[src/rtl/stack_pkg.sv]
// stack_pkg: shared sizes and sequencer state encoding for the RAM-backed stack
package stack_pkg;
  localparam int STK_DW = 8;
  localparam int STK_AW = 5;
  localparam int STK_DEPTH = 32;
  typedef enum logic [2:0] {
    S_IDLE,
    S_WR_SETUP,
    S_WR_PULSE,
    S_WR_HOLD,
    S_RD_SETUP,
    S_RD_CAPT
  } state_t;
endpackage

[src/rtl/stack_ptr.sv]
// stack_ptr: saturating up/down stack pointer with full/empty decode
module stack_ptr
  import stack_pkg::*;
#(
  parameter int AW = STK_AW,
  parameter int DEPTH = STK_DEPTH
) (
  input  logic        clk,
  input  logic        rst,
  input  logic        inc,
  input  logic        dec,
  output logic [AW:0] count,
  output logic        full,
  output logic        empty
);
  logic [AW:0] sp;
  // pointer moves one step per strobe and never wraps past 0 or DEPTH
  always_ff @(posedge clk or negedge rst)
    if (!rst) sp <= '0;
    else if (inc && !full) sp <= sp + 1'b1;
    else if (dec && !empty) sp <= sp - 1'b1;
  assign count = sp;
  assign full  = sp == (AW+1)'(DEPTH);
  assign empty = sp == '0;
endmodule

[src/rtl/stack_ctrl.sv]
// stack_ctrl: LIFO sequencer driving a 32x8 RAM with setup/pulse/hold phasing
module stack_ctrl
  import stack_pkg::*;
#(
  parameter int DW = STK_DW,
  parameter int AW = STK_AW,
  parameter int DEPTH = STK_DEPTH
) (
  input  logic          clk,
  input  logic          rst,
  input  logic          push,
  input  logic          pop,
  input  logic [DW-1:0] din,
  output logic [DW-1:0] dout,
  output logic          ready,
  output logic          done,
  output logic          err,
  output logic          full,
  output logic          empty,
  output logic [AW:0]   count,
  output logic [AW-1:0] ram_adr,
  output logic [DW-1:0] ram_in,
  input  logic [DW-1:0] ram_out,
  output logic          ram_rws,
  output logic          ram_cs,
  output logic          ram_rst
);
  state_t state, nxt;
  logic is_idle, wr_go, rd_go, bad;
  logic [AW:0] sp_dec;
  assign is_idle = state == S_IDLE;
  assign wr_go   = is_idle && push && !pop && !full;
  assign rd_go   = is_idle && pop && !push && !empty;
  assign bad     = is_idle && ((push && pop) || (push && full) || (pop && empty));
  assign sp_dec  = count - 1'b1;
  stack_ptr #(.AW(AW), .DEPTH(DEPTH)) u_ptr (
    .clk   (clk),
    .rst   (rst),
    .inc   (state == S_WR_HOLD),
    .dec   (state == S_RD_CAPT),
    .count (count),
    .full  (full),
    .empty (empty)
  );
  // sequencing through the write and read phases
  always_comb begin
    nxt = state;
    case (state)
      S_IDLE:     nxt = wr_go ? S_WR_SETUP : rd_go ? S_RD_SETUP : S_IDLE;
      S_WR_SETUP: nxt = S_WR_PULSE;
      S_WR_PULSE: nxt = S_WR_HOLD;
      S_RD_SETUP: nxt = S_RD_CAPT;
      default:    nxt = S_IDLE;
    endcase
  end
  // state, status pulses, RAM address/data and popped word registers
  always_ff @(posedge clk or negedge rst)
    if (!rst) begin
      state   <= S_IDLE;
      done    <= 1'b0;
      err     <= 1'b0;
      dout    <= '0;
      ram_adr <= '0;
      ram_in  <= '0;
    end else begin
      state <= nxt;
      done  <= (state == S_WR_HOLD) || (state == S_RD_CAPT);
      err   <= bad;
      if (wr_go) begin
        ram_adr <= count[AW-1:0];
        ram_in  <= din;
      end
      if (rd_go) ram_adr <= sp_dec[AW-1:0];
      if (state == S_RD_CAPT) dout <= ram_out;
    end
  assign ready   = is_idle;
  assign ram_cs  = (state == S_WR_PULSE) || (state == S_RD_SETUP) || (state == S_RD_CAPT);
  assign ram_rws = state == S_WR_PULSE;
  assign ram_rst = ~rst;
endmodule

[config.mk]
export PLATFORM = sky130hd
export DESIGN_NAME = stack_ctrl
export DESIGN_NICKNAME = d
export VERILOG_FILES = /design/src/rtl/stack_pkg.sv /design/src/rtl/stack_ptr.sv /design/src/rtl/stack_ctrl.sv
export SDC_FILE = /design/constraint.sdc
export NUM_CORES = 1
export LEC_CHECK = 0
export ABC_AREA = 1
export CAP_MARGIN = 15
export CORE_ASPECT_RATIO = 0.6
export CORE_MARGIN = 1
export CORE_UTILIZATION = 30
export CTS_BUF_LIST = sky130_fd_sc_hd__clkbuf_16
export DETAILED_ROUTE_END_ITERATION = 12
export PLACE_DENSITY = 0.62
export SLEW_MARGIN = 20
export SYNTH_ARGS = -nofsm -noshare
export SYNTH_HDL_FRONTEND = slang
export SYNTH_HIERARCHICAL = 1
export SYNTH_SLANG_ARGS = --single-unit
export TNS_END_PERCENT = 1
[constraint.sdc]
create_clock -name clk -period 3.1 [get_ports clk]
set_input_delay 0.465 -clock clk [delete_from_list [all_inputs] [get_ports clk]]
set_output_delay 0.465 -clock clk [all_outputs]
set_load 0.05 [all_outputs]
# == After elaboration in Yosys (flattened, before gate mapping) ==
# Index checks and enable logic that the tools add are counted.
# op_classes
reduce_logical,25
bitwise_logic,1
eq_ne,6
n_addsub,2
n_mux,7
# op_table
operator,count
$logic_and A1 B1 Y1,12
$mux W6,2
$pmux W3 S4,1
$mux W5,2
$add A6 B1 Y6 const B,1
$eq A3 B2 Y1 const B,2
$eq A3 B3 Y1 const B,2
$eq A6 B6 Y1 const B,1
$logic_not A6 Y1,1
$mux W3,2
$sub A6 B1 Y6 const B,1
$logic_or A1 B1 Y1,5
$logic_not A1 Y1,4
$reduce_bool A2 Y1,2
$eq A3 B1 Y1 const B,1
$logic_not A3 Y1,1
$not A1 Y1,1
# word_totals
elab_cells,48
reg_bits,32

# == Longest topological paths before layout ==
# depth
ltp_word,7
ltp_mapped,15

# == Modules after synthesis ==
# The synthesis kept the hierarchy.
# modules_own_cells
module,n_inst,cells_each,seq_area_each_um2,area_per_inst_um2
stack_ctrl,1,152,650.6,1226.2
stack_ptr,1,63,150.1,499.2

# == Least setup slack after synthesis ==
# No wires, ideal clock.
# synth_timing
path_type,reg-to-output
startpoint,reg state[2]
endpoint,out ram_cs
slack_ps,518
path_buffers,0
arrival_time_ps,2117
path_stages_with_launch,4
required_ps,2635
cell_sequence,dfrtp_1 -> nor3_1 -> a21oi_1 -> nand2_1
# synth_via
elab_chain_cells,3
# synth_lines
element,line,rtl
from (decl),stack_ctrl.sv:28,"state_t state, nxt;"
from (signal assigned),stack_ctrl.sv:66,state <= nxt;
$eq A3 B2 Y1,n/a,
named net ram_rws,stack_ctrl.sv:24,"output logic ram_rws,"
$logic_or A1 B1 Y1 (2 in a row),stack_ctrl.sv:77,assign ram_cs = (state == S_WR_PULSE) || (state == S_RD_SETUP) || (state == S_RD_CAPT);
to (decl),stack_ctrl.sv:25,"output logic ram_cs,"
# The timed path passes the listed nets, and every way through them passes these cells.

# == Worst setup path after layout ==
# layout_timing
startpoint,reg state[2]
endpoint,out ram_cs
# layout_via
elab_chain_cells,3
# layout_lines
element,line
$eq A3 B2 Y1 / $eq A3 B3 Y1 (equally long branches),stack_ctrl.sv:77
$logic_or A1 B1 Y1,stack_ctrl.sv:77
$logic_or A1 B1 Y1 *,stack_ctrl.sv:77
# Every way passes the cells marked *; elsewhere a longest branch is shown, timed or not.

==> impl_table.tex <==
\begin{tabular}{lr}
\hline
Metric & Value \\
\hline
\multicolumn{2}{l}{\textbf{Status}} \\
\quad Run status & finished, final reports clean \\
\multicolumn{2}{l}{\textbf{STA}} \\
\quad Post-route setup slack & 0.512 ns \\
\quad Max-slew violations & 0 \\
\quad TNS Setup & 0 ns \\
\quad Min Tclk post-route & approximately 2.6 ns \\
\quad Worst slew margin relative to its limit & 0.656 \\
\quad Hold violation count in the final report & 0 \\
\quad Number of setup violations in the final report & 0 \\
\quad Final Hold Slack & 0.471 ns \\
\quad Worst-margin pin slew & 0.514 ns \\
\quad Largest clock skew in the final design & just under 0.005 ns \\
\quad F\_max & 0.386 GHz \\
\quad Final worst-path cycle share & 0.835 \\
\quad RSZ-0062 raised after global routing & false \\
\multicolumn{2}{l}{\textbf{Yosys}} \\
\quad Cell count after synthesis & 215 \\
\quad Net count after synthesis & 241 \\
\quad Cell area after synthesis & 0.00173 mm2 \\
\quad FFs w/ async S/R, synth & 1.00 \\
\quad Number of distinct library cells after synthesis & 27 \\
\quad Syn\_area\_per\_cell & 8.03 um2 \\
\quad Flops \& latches, synth & 32 \\
\quad Number of synthesis warnings & 6 \\
\quad Number of flops mapped to enable cells by yosys & 0 \\
\quad Sequential area share after synthesis & 0.464 \\
\quad Most common flop cell mapped by yosys & sky130\_fd\_sc\_hd\_\_dfrtp\_1 \\
\multicolumn{2}{l}{\textbf{Critical path}} \\
\quad Category of the worst setup path launch point & register \\
\quad Maximum fanout along the worst path & 11 \\
\quad Critical path class & reg2out \\
\quad Ordered cell list for the critical path & nand3\_1 > nand2\_1 > clkdlybuf4s50\_1 \\
\quad Timing startpoint of the critical path & state[2]\$\_DFF\_PN0\_ \\
\quad Arrival time of data at the critical path endpoint & 2.12 ns \\
\quad Slowest CP cell & sky130\_fd\_sc\_hd\_\_clkdlybuf4s50\_1 \\
\quad Startpoint of the lowest-slack register-to-register path & state[0]\$\_DFF\_PN0\_ \\
\quad Required arrival time at the worst endpoint & 2.63 ns \\
\quad Kind of end point of the critical path & output port \\
\quad Peak per-stage delay on the critical path & 0.81 ns \\
\multicolumn{2}{l}{\textbf{Clock tree}} \\
\quad Number of buffers created by CTS & 5 \\
\quad CTS Buffer Depth & 2 \\
\quad Clock root cell & sky130\_fd\_sc\_hd\_\_clkbuf\_16 \\
\quad Sinks on Clock Net & 32 \\
\quad Insertion delay to the later sink of the worst-skew pair & 0.27 ns \\
\quad Number of gates given a new drive strength after cts & 0 \\
\quad CTS tree & done \\
\quad H-tree levels & 2 \\
\quad Count of hold buffers inserted by post-cts repair & 0 \\
\quad Clock-pin slew on the worst setup and hold paths & 0.05 ns \\
\quad Post-CTS repair timing setup buffer count & 0 \\
\multicolumn{2}{l}{\textbf{Floorplan}} \\
\quad Effective utilization at floorplan & 0.325 \\
\quad Number of top-level pins & 55 \\
\quad Area of the core region & 0.00531 mm2 \\
\quad Vertical extent of the die & 60.7 um \\
\quad Die width & 99.9 um \\
\quad Number of rows in the core area & 20 \\
\quad Area of the die & 0.00607 mm2 \\
\multicolumn{2}{l}{\textbf{GRT}} \\
\quad Met1 Track Usage GR & 0.220 \\
\quad Vias in the first global route & around 1500 \\
\quad Global route total overflow & 0 \\
\quad Met3 routing resource usage after global routing & 0.0518 \\
\quad Maximum number of pins on one net before global-route repair & 33 \\
\quad Fraction of met2 tracks used by global routing & 0.218 \\
\quad Global-route total usage across every layer & 0.152 \\
\quad First-pass GRT wire length & 6.98 mm \\
\quad Routing layer with the top usage in global route & met1 \\
\quad Initial antenna violation count & 0 \\
\multicolumn{2}{l}{\textbf{Placement}} \\
\quad Final weighted congestion of routability-driven global placement & 0.793 \\
\quad HPWL reported at the end of detailed placement & 3.04 mm \\
\quad Number of buffer cells added on primary ports & 54 \\
\quad Total cell area at the placement stage & between 0.002 and 0.0025 mm2 \\
\quad Worst slack at placement & 0.810 ns \\
\multicolumn{2}{l}{\textbf{Final layout}} \\
\quad Count of inserted antenna diode cells & 0 \\
\quad Syn-to-layout area delta & 45.7\% \\
\quad Commonest cells after routing, fill and taps aside & sky130\_fd\_sc\_hd\_\_nand2\_1 (101), sky130\_fd\_sc\_hd\_\_clkdlybuf4s50\_1 (53), sky130\_fd\_sc\_hd\_\_dfrtp\_1 (32) \\
\quad Most common cell after layout, fill and taps aside & sky130\_fd\_sc\_hd\_\_nand2\_1 \\
\quad Number of nets in the finished design & 301 \\
\quad Final cell area excluding filler cells & about 0.0025 mm2 \\
\quad Fraction of final layout cells with drive strength greater than 1 & 0.0942 \\
\multicolumn{2}{l}{\textbf{Drt}} \\
\quad Length of the first detailed-routing pass in iterations & 4 \\
\quad Vias after detailed routing & 1531 \\
\quad DRC marker count from the first detailed-route iteration & between 50 and 60 \\
\quad Antenna Nets Post-Route & 0 \\
\quad DRT Wirelength & 4.10 mm \\
\quad Routed via count divided by cell count & 4.34 \\
\quad Post-detailed-route wirelength per cell & around 12 um \\
\quad Remaining DRCs & 0 \\
\multicolumn{2}{l}{\textbf{Run}} \\
\quad Max-cap violations & 0 \\
\multicolumn{2}{l}{\textbf{Hold path}} \\
\quad Worst Hold Class & reg2reg \\
\quad Launch instance of the worst min-delay path & ram\_in[1]\$\_DFFE\_PN0P\_ \\
\hline
\end{tabular}
kinds of logic after synthesis:
logic type,share of synthesized area
flops,0.464
simple gates,0.365
buf+inv,0.0566
fa+ha+maj,0.0479
compound gates,0.0413
xor+xnor,0.0254
worst paths after layout:
| check | to | slack (ns) | depth (start not counted) |
|---|---|---|---|
| max in group asynchronous | u_ptr/count[4]$_DFFE_PN0P_ | 2.17 | 2 |
| max reg2reg | u_ptr/count[5]$_DFFE_PN0P_ | 0.98 | 14 |
| max | ram_cs | 0.51 | 3 |
| min reg2reg | ram_in[1]$_DFFE_PN0P_ | 0.47 | 2 |
| min in group asynchronous | dout[0]$_DFFE_PN0P_ | 0.63 | 2 |
| min | ram_in[1]$_DFFE_PN0P_ | 0.47 | 2 |
synthesized netlist by cell type (2+ instances only):
cell                        n  area (um2)
sky130_fd_sc_hd__a21oi_1    6        30.0
sky130_fd_sc_hd__dfrtp_1   32         801
sky130_fd_sc_hd__ha_1       5        62.6
sky130_fd_sc_hd__inv_1     16        60.1
sky130_fd_sc_hd__inv_2      3        11.3
sky130_fd_sc_hd__nand2_1  101         379
sky130_fd_sc_hd__nand2_4    4        45.0
sky130_fd_sc_hd__nand3_1   10        50.1
sky130_fd_sc_hd__nand3_2    2        20.0
sky130_fd_sc_hd__nor2_1    11        41.3
sky130_fd_sc_hd__nor2_2     2        12.5
sky130_fd_sc_hd__nor2_4     4        45.0
sky130_fd_sc_hd__nor3_1     2        10.0
sky130_fd_sc_hd__xnor2_1    2        17.5
sky130_fd_sc_hd__xor2_1     3        26.3
stage by stage:
stage               std cells   util
global placement          345  0.443
global route              353  0.474
finish                    353  0.474
floorplan                 215      -
CTS                       353  0.474
detailed placement        345  0.443
routing by layer:
| layer | vias to the layer above | wire (um) |
|---|---|---|
| met1 | 692 | 2190 |
| li1 | 783 | - |
| met2 | 54 | 1570 |
| met5 | - | 0 |
| met3 | 2 | 331 |
| met4 | 0 | 12 |
worst max-delay path, delay by kind of cell, from the launching register on:
family / cells / cell delay [ns]
buf+inv: 1 / 0.81
flops: 1 / 0.47
simple gates: 2 / 0.57
state kept, by name (all words and copies together) (netlist names):
name and count:
ram_in 8, err 1, dout 8, ram_adr 5
u_ptr/count 6, done 1, state 3
area by class of cell:
type,instances,area (um2)
tap,77,96.3
clock inverter,3,37.5
fill,544,2790
clock buffer,5,125
timing repair buffer,55,546
sequential,32,801
inverter,21,81.3
multi-input combinational,160,827
Power is not shown: default switching activity piles up to over one toggle a cycle in this logic, so the estimate is an artifact.
